$ cat config.mk
export PLATFORM = sky130hd
export DESIGN_NAME = drv_display_mux_flat
export DESIGN_NICKNAME = d
export VERILOG_FILES = /design/src/rtl/drv_display_mux_if.sv /design/src/rtl/drv_display_mux.sv /design/src/flat_wrapper.sv
export SDC_FILE = /design/constraint.sdc
export NUM_CORES = 1
export LEC_CHECK = 0
export CORE_MARGIN = 2
export CORE_UTILIZATION = 65
export DETAILED_ROUTE_END_ITERATION = 8
export DONT_BUFFER_PORTS = 1
export GPL_ROUTABILITY_DRIVEN = 0
export PLACE_DENSITY = 0.81
export SLEW_MARGIN = 20
export SYNTH_ARGS = -nofsm -noshare
export SYNTH_HDL_FRONTEND = slang
export SYNTH_SLANG_ARGS = --single-unit
$ cat constraint.sdc
create_clock -name clk -period 10.9 [get_ports clk]
set_input_delay 1.635 -clock clk [delete_from_list [all_inputs] [get_ports clk]]
set_output_delay 1.635 -clock clk [all_outputs]
set_load 0.05 [all_outputs]
$ cat src/rtl/drv_display_mux_if.sv
// Bundle of the display-mux control inputs and the registered digit/segment drive outputs.
// The master drives load/digits/options; the slave (the mux) drives enable/segmentos/frame_tick.
interface drv_display_mux_if #(
  parameter int N_DIG = 4
);
  logic                   load;
  logic [5*N_DIG-1:0]     digits;
  logic [N_DIG-1:0]       blink_mask;
  logic                   lzs;
  logic [2:0]             bright;
  logic [N_DIG-1:0]       enable;
  logic [6:0]             segmentos;
  logic                   frame_tick;

  modport master (
    output load, digits, blink_mask, lzs, bright,
    input  enable, segmentos, frame_tick
  );

  modport slave (
    input  load, digits, blink_mask, lzs, bright,
    output enable, segmentos, frame_tick
  );
endinterface

$ cat src/rtl/drv_display_mux.sv
// Time-multiplexed 7-segment driver: one digit per slot, frame-synchronous digit update,
// leading-zero suppression, per-digit blink and PWM brightness on the digit enables.
module drv_display_mux #(
  parameter int N_DIG    = 4,
  parameter int DIV      = 1000,
  parameter int BLINK_FR = 64
) (
  input  logic             clk,
  input  logic             rst,
  drv_display_mux_if.slave bus
);
  localparam int CW = $clog2(DIV);
  localparam int IW = $clog2(N_DIG);
  localparam int FW = (BLINK_FR > 1) ? $clog2(BLINK_FR) : 1;
  // Wide enough for (bright+1)*DIV and 8*cnt without truncation.
  localparam int DW = CW + 4;
  localparam logic [5*N_DIG-1:0] ALL_BLANK = {N_DIG{5'd16}};

  logic [CW-1:0]      cnt_reg;
  logic [IW-1:0]      idx_reg;
  logic [5*N_DIG-1:0] pending_reg;
  logic [5*N_DIG-1:0] active_reg;
  logic [FW-1:0]      frame_cnt_reg;
  logic               phase_reg;
  logic [N_DIG-1:0]   enable_reg;
  logic [6:0]         seg_reg;
  logic               tick_reg;

  logic               slot_end;
  logic               frame_end;
  logic [4:0]         code [N_DIG];
  logic [N_DIG-1:0]   quiet;
  logic [N_DIG-1:0]   suppress;
  logic               higher_quiet;
  logic               cur_blank;
  logic [DW-1:0]      duty_lhs;
  logic [DW-1:0]      duty_rhs;
  logic [N_DIG-1:0]   enable_next;
  logic [6:0]         seg_next;

  function automatic logic [6:0] seg_decode(input logic [4:0] c);
    case (c)
      5'd0:    seg_decode = 7'h3F;
      5'd1:    seg_decode = 7'h06;
      5'd2:    seg_decode = 7'h5B;
      5'd3:    seg_decode = 7'h4F;
      5'd4:    seg_decode = 7'h66;
      5'd5:    seg_decode = 7'h6D;
      5'd6:    seg_decode = 7'h7D;
      5'd7:    seg_decode = 7'h07;
      5'd8:    seg_decode = 7'h7F;
      5'd9:    seg_decode = 7'h6F;
      5'd10:   seg_decode = 7'h77;
      5'd11:   seg_decode = 7'h7C;
      5'd12:   seg_decode = 7'h39;
      5'd13:   seg_decode = 7'h5E;
      5'd14:   seg_decode = 7'h79;
      5'd15:   seg_decode = 7'h71;
      5'd17:   seg_decode = 7'h40;
      default: seg_decode = 7'h00;
    endcase
  endfunction

  assign slot_end  = (cnt_reg == CW'(DIV - 1));
  assign frame_end = slot_end && (idx_reg == IW'(N_DIG - 1));

  for (genvar gi = 0; gi < N_DIG; gi++) begin : g_dig
    assign code[gi]  = active_reg[5*gi +: 5];
    assign quiet[gi] = (code[gi] == 5'd0) || (code[gi] == 5'd16);
  end

  // Walk from the most significant digit down: a zero is suppressed only while
  // everything above it is still zero or blank.
  always_comb begin
    suppress     = '0;
    higher_quiet = 1'b1;
    for (int k = N_DIG - 1; k >= 0; k--) begin
      suppress[k]  = bus.lzs && (k != 0) && (code[k] == 5'd0) && higher_quiet;
      higher_quiet = higher_quiet && quiet[k];
    end
  end

  assign cur_blank = suppress[idx_reg] || (phase_reg && bus.blink_mask[idx_reg]);
  assign seg_next  = cur_blank ? 7'h00 : seg_decode(code[idx_reg]);

  assign duty_lhs    = DW'(cnt_reg) << 3;
  assign duty_rhs    = (DW'(bus.bright) + DW'(1)) * DW'(DIV);
  assign enable_next = (duty_lhs < duty_rhs) ? (N_DIG'(1) << idx_reg) : '0;

  always_ff @(posedge clk) begin
    if (rst) begin
      cnt_reg       <= '0;
      idx_reg       <= '0;
      pending_reg   <= ALL_BLANK;
      active_reg    <= ALL_BLANK;
      frame_cnt_reg <= '0;
      phase_reg     <= 1'b0;
      enable_reg    <= '0;
      seg_reg       <= 7'h00;
      tick_reg      <= 1'b0;
    end else begin
      cnt_reg <= slot_end ? '0 : cnt_reg + CW'(1);
      if (slot_end)
        idx_reg <= (idx_reg == IW'(N_DIG - 1)) ? '0 : idx_reg + IW'(1);
      if (bus.load)
        pending_reg <= bus.digits;
      // A load landing exactly on the frame boundary bypasses pending so it is not lost.
      if (frame_end) begin
        active_reg <= bus.load ? bus.digits : pending_reg;
        if (frame_cnt_reg == FW'(BLINK_FR - 1)) begin
          frame_cnt_reg <= '0;
          phase_reg     <= ~phase_reg;
        end else begin
          frame_cnt_reg <= frame_cnt_reg + FW'(1);
        end
      end
      enable_reg <= enable_next;
      seg_reg    <= seg_next;
      tick_reg   <= frame_end;
    end
  end

  assign bus.enable     = enable_reg;
  assign bus.segmentos  = seg_reg;
  assign bus.frame_tick = tick_reg;
endmodule

$ cat src/flat_wrapper.sv
// flat-port wrapper written by rule: the top's interface ports become plain ports
module drv_display_mux_flat 
#(
  parameter int N_DIG    = 4,
  parameter int DIV      = 1000,
  parameter int BLINK_FR = 64
)
  (clk, rst, bus_load, bus_digits, bus_blink_mask, bus_lzs, bus_bright, bus_enable, bus_segmentos, bus_frame_tick);
  drv_display_mux_if #(.N_DIG(N_DIG)) bus_i ();
  input  logic clk;
  input  logic rst;
  input wire logic [$bits(bus_i.load)-1:0] bus_load;
  input wire logic [$bits(bus_i.digits)-1:0] bus_digits;
  input wire logic [$bits(bus_i.blink_mask)-1:0] bus_blink_mask;
  input wire logic [$bits(bus_i.lzs)-1:0] bus_lzs;
  input wire logic [$bits(bus_i.bright)-1:0] bus_bright;
  output wire logic [$bits(bus_i.enable)-1:0] bus_enable;
  output wire logic [$bits(bus_i.segmentos)-1:0] bus_segmentos;
  output wire logic [$bits(bus_i.frame_tick)-1:0] bus_frame_tick;
  assign bus_i.load = bus_load;
  assign bus_i.digits = bus_digits;
  assign bus_i.blink_mask = bus_blink_mask;
  assign bus_i.lzs = bus_lzs;
  assign bus_i.bright = bus_bright;
  assign bus_enable = bus_i.enable;
  assign bus_segmentos = bus_i.segmentos;
  assign bus_frame_tick = bus_i.frame_tick;
  drv_display_mux #(.N_DIG(N_DIG), .DIV(DIV), .BLINK_FR(BLINK_FR)) u_core (.clk(clk), .rst(rst), .bus(bus_i));
endmodule
## Yosys cells after proc, flatten, opt, wreduce, memory -nomap -nowiden

Memories as Yosys holds them, arrays and structs flattened. A register that Yosys moved wholly into a read port is not among the register bits.
Index checks and enable logic that the tools add are counted.

- Input bits: 31
- Output and inout bits: 12
- Memories kept: 1
- Bits in registers: 64
- Word-level logic and storage cells: 54
- Bits in read-only memories: 224

Memory list:

| name | depth | width | read ports | clocked after memory_dff | write ports | RTL line | source |
|---|---|---|---|---|---|---|---|
| (name not given) | 32 | 7 | 1 | 1 | 0 | drv_display_mux.sv:42 | `case (c)` |

- Muxes and demuxes: 10
- Bitwise operators: 3
- Reductions and logical operators: 18
- Equal/unequal tests: 5
- $lt $le $gt $ge: 3
- Shifts and indexed selects: 1
- Add/sub/neg operators: 4
- Multipliers: 1

Operators with widths:

| kind | count |
|---|---|
| two-way mux 20 bit | 1 |
| zero test 5 bit | 3 |
| less-than comparator 13 x 14 -> 1 bit | 1 |
| multiplier 14 x 7 -> 11 bit, second input constant | 1 |
| adder 10 x 1 -> 10 bit, second input constant | 1 |
| binary-select mux 5 bit (select 2 bit) | 1 |
| == test 10 bit, second input constant | 1 |
| == test 5 bit, second input constant | 2 |
| two-way mux 5 bit | 2 |
| logical AND 1 bit | 8 |
| adder 6 x 1 -> 6 bit, second input constant | 1 |
| == test 6 bit, second input constant | 1 |
| two-way mux 6 bit | 1 |
| OR reduction 2 bit | 3 |
| adder 3 x 1 -> 4 bit, second input constant | 1 |
| binary-select mux 1 bit (select 2 bit) | 2 |
| << shifter 1 x 2 -> 4 bit, first input constant | 1 |
| >= comparator 3 bit, second input constant | 1 |
| logical OR 1 bit | 3 |
| less-than comparator 2 x 3 -> 1 bit, second input constant | 1 |
| NOT 2 -> 3 bit | 1 |
| adder 2 x 1 -> 2 bit, second input constant | 1 |
| == test 2 bit, second input constant | 1 |
| two-way mux 1 bit | 2 |
| 3 further kinds | 4 |

## Logic depth before layout (Yosys ltp)

Gate-level depths: netlist of run 1.

- Word-level depth: 8
- Mapped depth: 18

## Worst setup path after synthesis of run 1

OpenSTA, ideal clock, no wires.

- Path kind: input-to-reg
- From: in bus_bright[0]
- To: reg u_core.enable_reg[1], in the netlist u_core.bus.enable[1]
- Cell stages on the path: 14
- Required time: 10.759 ns
- Slack: 5.441 ns
- Library setup time: 0.141 ns
- Arrival time: 5.318 ns
- Path through: ha_1 xor2_1 fa_1 fa_1 inv_1 ha_1 a211o_1 a222oi_1 xor2_1 ha_1 o21a_1 o22ai_1 nor4_1 nor4b_1

- Word-level cells in the longest chain between the ends: 5

RTL lines:

| what | RTL line | source |
|---|---|---|
| start: declaration | flat_wrapper.sv:16 | `input wire logic [$bits(bus_i.bright)-1:0] bus_bright;` |
| adder 3 x 1 -> 4 bit | drv_display_mux.sv:87 | `assign duty_rhs = (DW'(bus.bright) + DW'(1)) * DW'(DIV);` |
| multiplier 14 x 7 -> 11 bit | drv_display_mux.sv:87 |  |
| less-than comparator 13 x 14 -> 1 bit | drv_display_mux.sv:88 | `assign enable_next = (duty_lhs < duty_rhs) ? (N_DIG'(1) << idx_reg) : '0;` |
| NOT 1 bit (no line) | -- |  |
| OR reduction 2 bit (no line) | -- |  |
| end signal: assignment | drv_display_mux.sv:117 | `enable_reg <= enable_next;` |
| end: declaration | drv_display_mux.sv:25 | `logic [N_DIG-1:0] enable_reg;` |

No other way between the ends.
A chain may end at the register's enable or synchronous reset.

## Final worst setup path of run 1

- From: in bus_bright[0]
- To: reg u_core.enable_reg[2], in the netlist u_core.bus.enable[2]

The elaborated chain is that of the path after synthesis.

==> results.ini, run 1 <==
[outcome]
outcome=completed

[sta]
worst_slew_margin_rel_pct=55.8
drv_slew=0
setup_viol_count_final=0
worst_pin_slew_ps=657
hold_viol=0
hold_ws_ps=470
fin_tns_setup_ps=0
rsz0062_at_grt=false
period_minus_slack_ps=5480
fmax_ghz=0.182
fin_worst_skew_ps=13.1
final.period_utilization_pct=50.3

[hold_path]
hp-class=reg2reg

[clocking]
cts_max_path_buffers=2
cts_tree=yes
cts_made_buffers=9
holdBufCountCts=0
insertion_delay_ps=350
cts_sinks=71
cts_setup_buffers=0
clk_pin_slew_worst_paths_ps=70
cts.repair.resized=0
h-tree-depth=3
cts_root_buf=clkbuf_8

[worst_setup_path]
crit_arrival_ps=5680
slowest_stage=fa_1
crit_fanout=10
endpoint_kind=register
required_ps=11090
path_common_cell=ha_1
cp_slowest_stage_delay_ps=580
start_kind=input pin
crit_type=in2reg
path_cells=ha_1 > xor2_1 > fa_1 > inv_1 > fa_1 > inv_1 > ha_1 > a211o_1 > a222oi_1 > xor2_1 > ha_1 > o21a_1 > o22ai_1 > nor4_1 > nor4b_1

[grt]
antenna_found_initial=0
grt_use_total_pct=24.4
grt_pass1_wl_mm=12.3
grt_overflow=0
grt_max_degree=59
grt_pass1_vias=2685

[floorplanning]
start_util_pct=66.2
dieHeight_um=81.0
boundaryPins=43
core_area_um2=5820
die-area_um2=6550
fp.dieW_um=81.0
row_count=28

[route]
ant_nets=0
viasPerCell=5.86
drt-total-wl_mm=7.35
drt_first_pass_iters=4
vias=2768
wl_per_cell_um=15.6
drt_iter0_drc=157
drcViolationCount=0

[final_layout]
nNetsFinal=467
register_area_um2=1420
fillers=468
multi_input_area_um2=2210
n_antenna_cell=0
syn_to_final_growth_pct=5.46
drive_gt1_share_pct=7.81

[synth]
ys.flop_type=dfxtp_1
yosysTopAreaCell=dfxtp_1
async_flop_share_pct=0
seq_area_frac_synth_pct=36.9
syn_area_um2=3850
synth_cell_types=52
ys_ff_latch=71
synth_area_leaders=dfxtp_1, ha_1, nor2_1, mux2i_1, a211oi_1
yosysWarnings=0
syn_nets=474
synth_top_area_share_pct=36.9
avgSynthCellArea_um2=9.62
synthCells=400
synth_edf_count=0

[power_and_ir_drop]
vdd_drop_max_mv=0.0941
p_leak_uw=0.00172
power_density_nw_per_um2=145

[placed_design]
portBuffers=0
dp_hpwl_mm=5.50

[run]
cap_violations=0

[routing by layer]
layer  track usage [%]  up-vias  part of all wire, %
met4              10.8        0                  1.9
met5                 0        -                    0
met3              3.89       10                  3.9
met1              31.4     1305                   47
li1                  -     1385                    -
met2              40.4       68                   47
[power breakdown]
group / internal (µW) / total (µW) / switching, µW
Sequential: 265 / 268 / 3.00
Combinational: 41.4 / 93.2 / 51.8
Clock: 129 / 229 / 99.7
Total: 435 / 590 / 154
[final timing paths]
path | startpoint | endpoint | slack, ps | depth (start not counted)
setup reg to reg | u_core.idx_reg[0]$_SDFFE_PP0P_ | u_core.bus.segmentos[3]$_SDFF_PP0_ | 8390 | 6
hold / removal | u_core.cnt_reg[0]$_SDFF_PP0_ | u_core.cnt_reg[0]$_SDFF_PP0_ | 470 | 1
hold reg to reg | u_core.cnt_reg[0]$_SDFF_PP0_ | u_core.cnt_reg[0]$_SDFF_PP0_ | 470 | 1
setup / recovery | bus_bright[0] | u_core.bus.enable[2]$_SDFF_PP0_ | 5420 | 15
[stage by stage]
step	power [µW]	std cells	cell area, µm²	utilization [%]	setup slack (ps)
2_1_floorplan	351	400	3850	-	5440
3_3_place_gp	360	457	3840	66.1	5210
3_5_place_dp	367	457	3840	66.1	5060
4_1_cts	594	472	4060	69.8	5420
5_1_grt	618	472	4060	69.8	5070
6_report	590	472	4060	69.8	5420
[logic make-up (layout without fill, tap and decap cells)]
logic type,count (synthesis),in the layout,share of synthesized area (%)
adders and majority gates,43,43,15.3
AOI/OAI and AO/OA,66,66,12.8
DFF,71,71,36.9
buffers and inverters,48,45,5.65
muxes,31,31,10.6
xor gates and xnor gates,15,15,3.41
and+or+nand+nor,126,126,15.3
[cell type report]
type,count,share of cell area (%)
clock buffer,9,3.05
clock inverter,6,2.31
inverter,29,2.68
multi-input combinational,281,54.5
sequential,71,35.0
tap,75,2.31
timing repair buffer,1,0.185
[cells in the mapped netlist, types with 2 or more instances]
master	instances
and4_1	2
nor4b_1	2
a21oi_1	11
xnor2_1	5
o21ai_0	9
a21oi_2	3
a211oi_1	23
and3_1	6
o21a_1	2
nand2b_1	5
nand2_1	17
a21o_1	2
inv_1	29
nor2_1	66
or3_1	3
fa_1	7
xor2_1	10
mux4_2	6
nor4_1	4
nand3_1	4
buf_2	4
clkbuf_1	11
mux2i_1	23
nor3_1	5
a32oi_1	2
ha_1	36
a211o_1	5
dfxtp_1	71
nand4_1	4
[critical path, delay by kind of cell]
kind | cells | cell delay, ps
buffers and inverters | 2 | 190
XOR/XNOR | 2 | 610
AO/OA/AOI/OAI | 4 | 810
adder cells (fa/ha/maj) | 5 | 1730
AND/OR/NAND/NOR | 2 | 670
[cell usage in the layout (no fill, tap or decap), drive strengths merged, types with 2 or more instances in the layout]
cell type  instances
o21ai             10
a21o               2
nand2             17
nand3              4
clkinv             2
xnor2              5
nor4b              2
nand2b             5
dfxtp             71
inv               30
a211o              5
a32oi              2
nor3               5
clkbuf             9
ha                36
fa                 7
and3               6
nand4              4
or2                2
and4               2
or3                3
nor2              67
mux4               7
mux2i             23
a21oi             14
nor4               4
xor2              10
o21a               2
bufinv             2
a211oi            23
Power figures use the tool's default switching activity.
==> run 2: changes to the inputs <==
--- a/config.mk
+++ b/config.mk
@@ -6,11 +6,11 @@
 export NUM_CORES = 1
 export LEC_CHECK = 0
 export CORE_MARGIN = 2
-export CORE_UTILIZATION = 65
+export CORE_UTILIZATION = 57
 export DETAILED_ROUTE_END_ITERATION = 8
 export DONT_BUFFER_PORTS = 1
 export GPL_ROUTABILITY_DRIVEN = 0
-export PLACE_DENSITY = 0.81
+export PLACE_DENSITY = 0.75
 export SLEW_MARGIN = 20
 export SYNTH_ARGS = -nofsm -noshare
 export SYNTH_HDL_FRONTEND = slang
==> constraint.sdc (replaced) <==
create_clock -name clk -period 4.5 [get_ports clk]
set_input_delay 0.675 -clock clk [delete_from_list [all_inputs] [get_ports clk]]
set_output_delay 0.675 -clock clk [all_outputs]
set_load 0.05 [all_outputs]
==> run 2 against run 1 <==
Net effect:
- final cell count is 1.1% higher
- worst hold slack worse by 80 ps
- cell area is 0.34% lower
- sequential power is 140% higher
- combinational power is 150% higher
- largest power group unchanged
==> results.ini, run 2 (synthesis results as in run 1) <==
[final_layout]
fin_util_pct=62.7
nNetsFinal=471
layout_commonest_cell=dfxtp_1
syn_to_final_growth_pct=5.10
mostFrequentLayoutCells=dfxtp_1, nor2_1, ha_1, inv_1
drive_gt1_share_pct=8.50
n_antenna_cell=0

[sta]
period_minus_slack_ps=4150
setup_viol_count_final=0
fmax_ghz=0.241
fin_worst_skew_ps=7.85
worst_pin_slew_ps=651
final.period_utilization_pct=92.3
hold_viol=0
worst_slew_margin_rel_pct=56.6
rsz0062_at_grt=false
drv_slew=0

[clocking]
cts_made_buffers=9
cts_max_path_buffers=2
clk_pin_slew_worst_paths_ps=70
cts_sinks=71
insertion_delay_ps=340
cts_root_buf=clkbuf_8
holdBufCountCts=0
cts_tree=yes
cts_setup_buffers=0
cts.repair.resized=0
h-tree-depth=3

[worst_setup_path]
endpoint_kind=register
start_kind=input pin
crit_arrival_ps=4400
required_ps=4750
crit_type=in2reg
crit_fanout=10

[hold_path]
hp-class=in2reg

[route]
vias=2726
drt_iter0_drc=138
ant_nets=0
drcViolationCount=0
drt_first_pass_iters=4
drt-total-wl_mm=7.08
wl_per_cell_um=14.9
viasPerCell=5.71

[placed_design]
dp_hpwl_mm=5.17
portBuffers=0

[floorplanning]
die-area_um2=7430
dieHeight_um=86.2
boundaryPins=43
fp.dieW_um=86.2
start_util_pct=59.6
core_area_um2=6460
row_count=29

[grt]
grt_overflow=0
grt_pass1_vias=2625
grt_use_total_pct=20.6
antenna_found_initial=0
grt_max_degree=59
grt_pass1_wl_mm=12.0

[power_and_ir_drop]
power_uw=1330
power_density_nw_per_um2=329
vdd_drop_max_mv=0.174
p_leak_uw=0.00172

[outcome]
outcome=completed

[run]
cap_violations=0

run 2: changes by cell type in the layout (fill, tap and decap cells not counted), sizes merged:
cell,previous run,this run
buf,1,5
bufinv,2,0
clkbuf,9,11
clkinv,2,1
clkinvlp,1,2
inv,30,29
run 2: metrics by stage:
stage | hold slack, ps | setup slack (ps) | cell area (µm²) | TNS, ps | cells
after floorplan | 423 | 1.35 | 3850 | 0 | 400
after global placement | 436 | 149 | 3870 | 0 | 463
after detailed placement | 456 | -63.9 | 3870 | -125 | 463
after CTS | 377 | 314 | 4050 | 0 | 477
after global routing | 372 | 45.9 | 4050 | 0 | 477
final | 390 | 346 | 4050 | 0 | 477
run 2: worst max-delay path, cell delays in order:
cell and delay [ps]:
inv_1 40, ha_1 350, fa_1 600, inv_1 100, fa_1 490, inv_1 40, ha_1 340, a211o_1 280
a222oi_1 350, xor2_1 220, ha_1 250, o21a_1 100, o22ai_1 120, nor4_1 70, buf_4 150, nor4b_1 230
run 2: cell type report:
type | instances | area (µm²)
fillers | 540 | 2410
clock inverters | 3 | 20.0
clock buffers | 11 | 151
inverters | 29 | 109
flip-flops and latches | 71 | 1420
repair buffers | 5 | 37.5
multi-input cells | 281 | 2210
well taps | 77 | 96.3
run 2: worst paths after layout:
check / slack, ps / from / to / cells past startpoint
hold / removal: 390 / rst / u_core.cnt_reg[2]$_SDFF_PP0_ / 1
setup / recovery: 350 / bus_bright[0] / u_core.bus.enable[2]$_SDFF_PP0_ / 16
setup reg to reg: 1980 / u_core.idx_reg[0]$_SDFFE_PP0P_ / u_core.bus.segmentos[3]$_SDFF_PP0_ / 6
hold reg to reg: 460 / u_core.cnt_reg[0]$_SDFF_PP0_ / u_core.cnt_reg[0]$_SDFF_PP0_ / 1
run 2: metal layers:
metal	GRT usage, %	wire length, µm
met3	7.14	363
met5	0	0
met4	5.54	74
met1	27.4	3410
met2	32.2	3230
run 2: report_power, final:
part           total, µW  internal (µW)  switching, µW
Sequential           649            641           7.18
Clock                451            223            228
Combinational        231            104            127
Total               1330            968            363
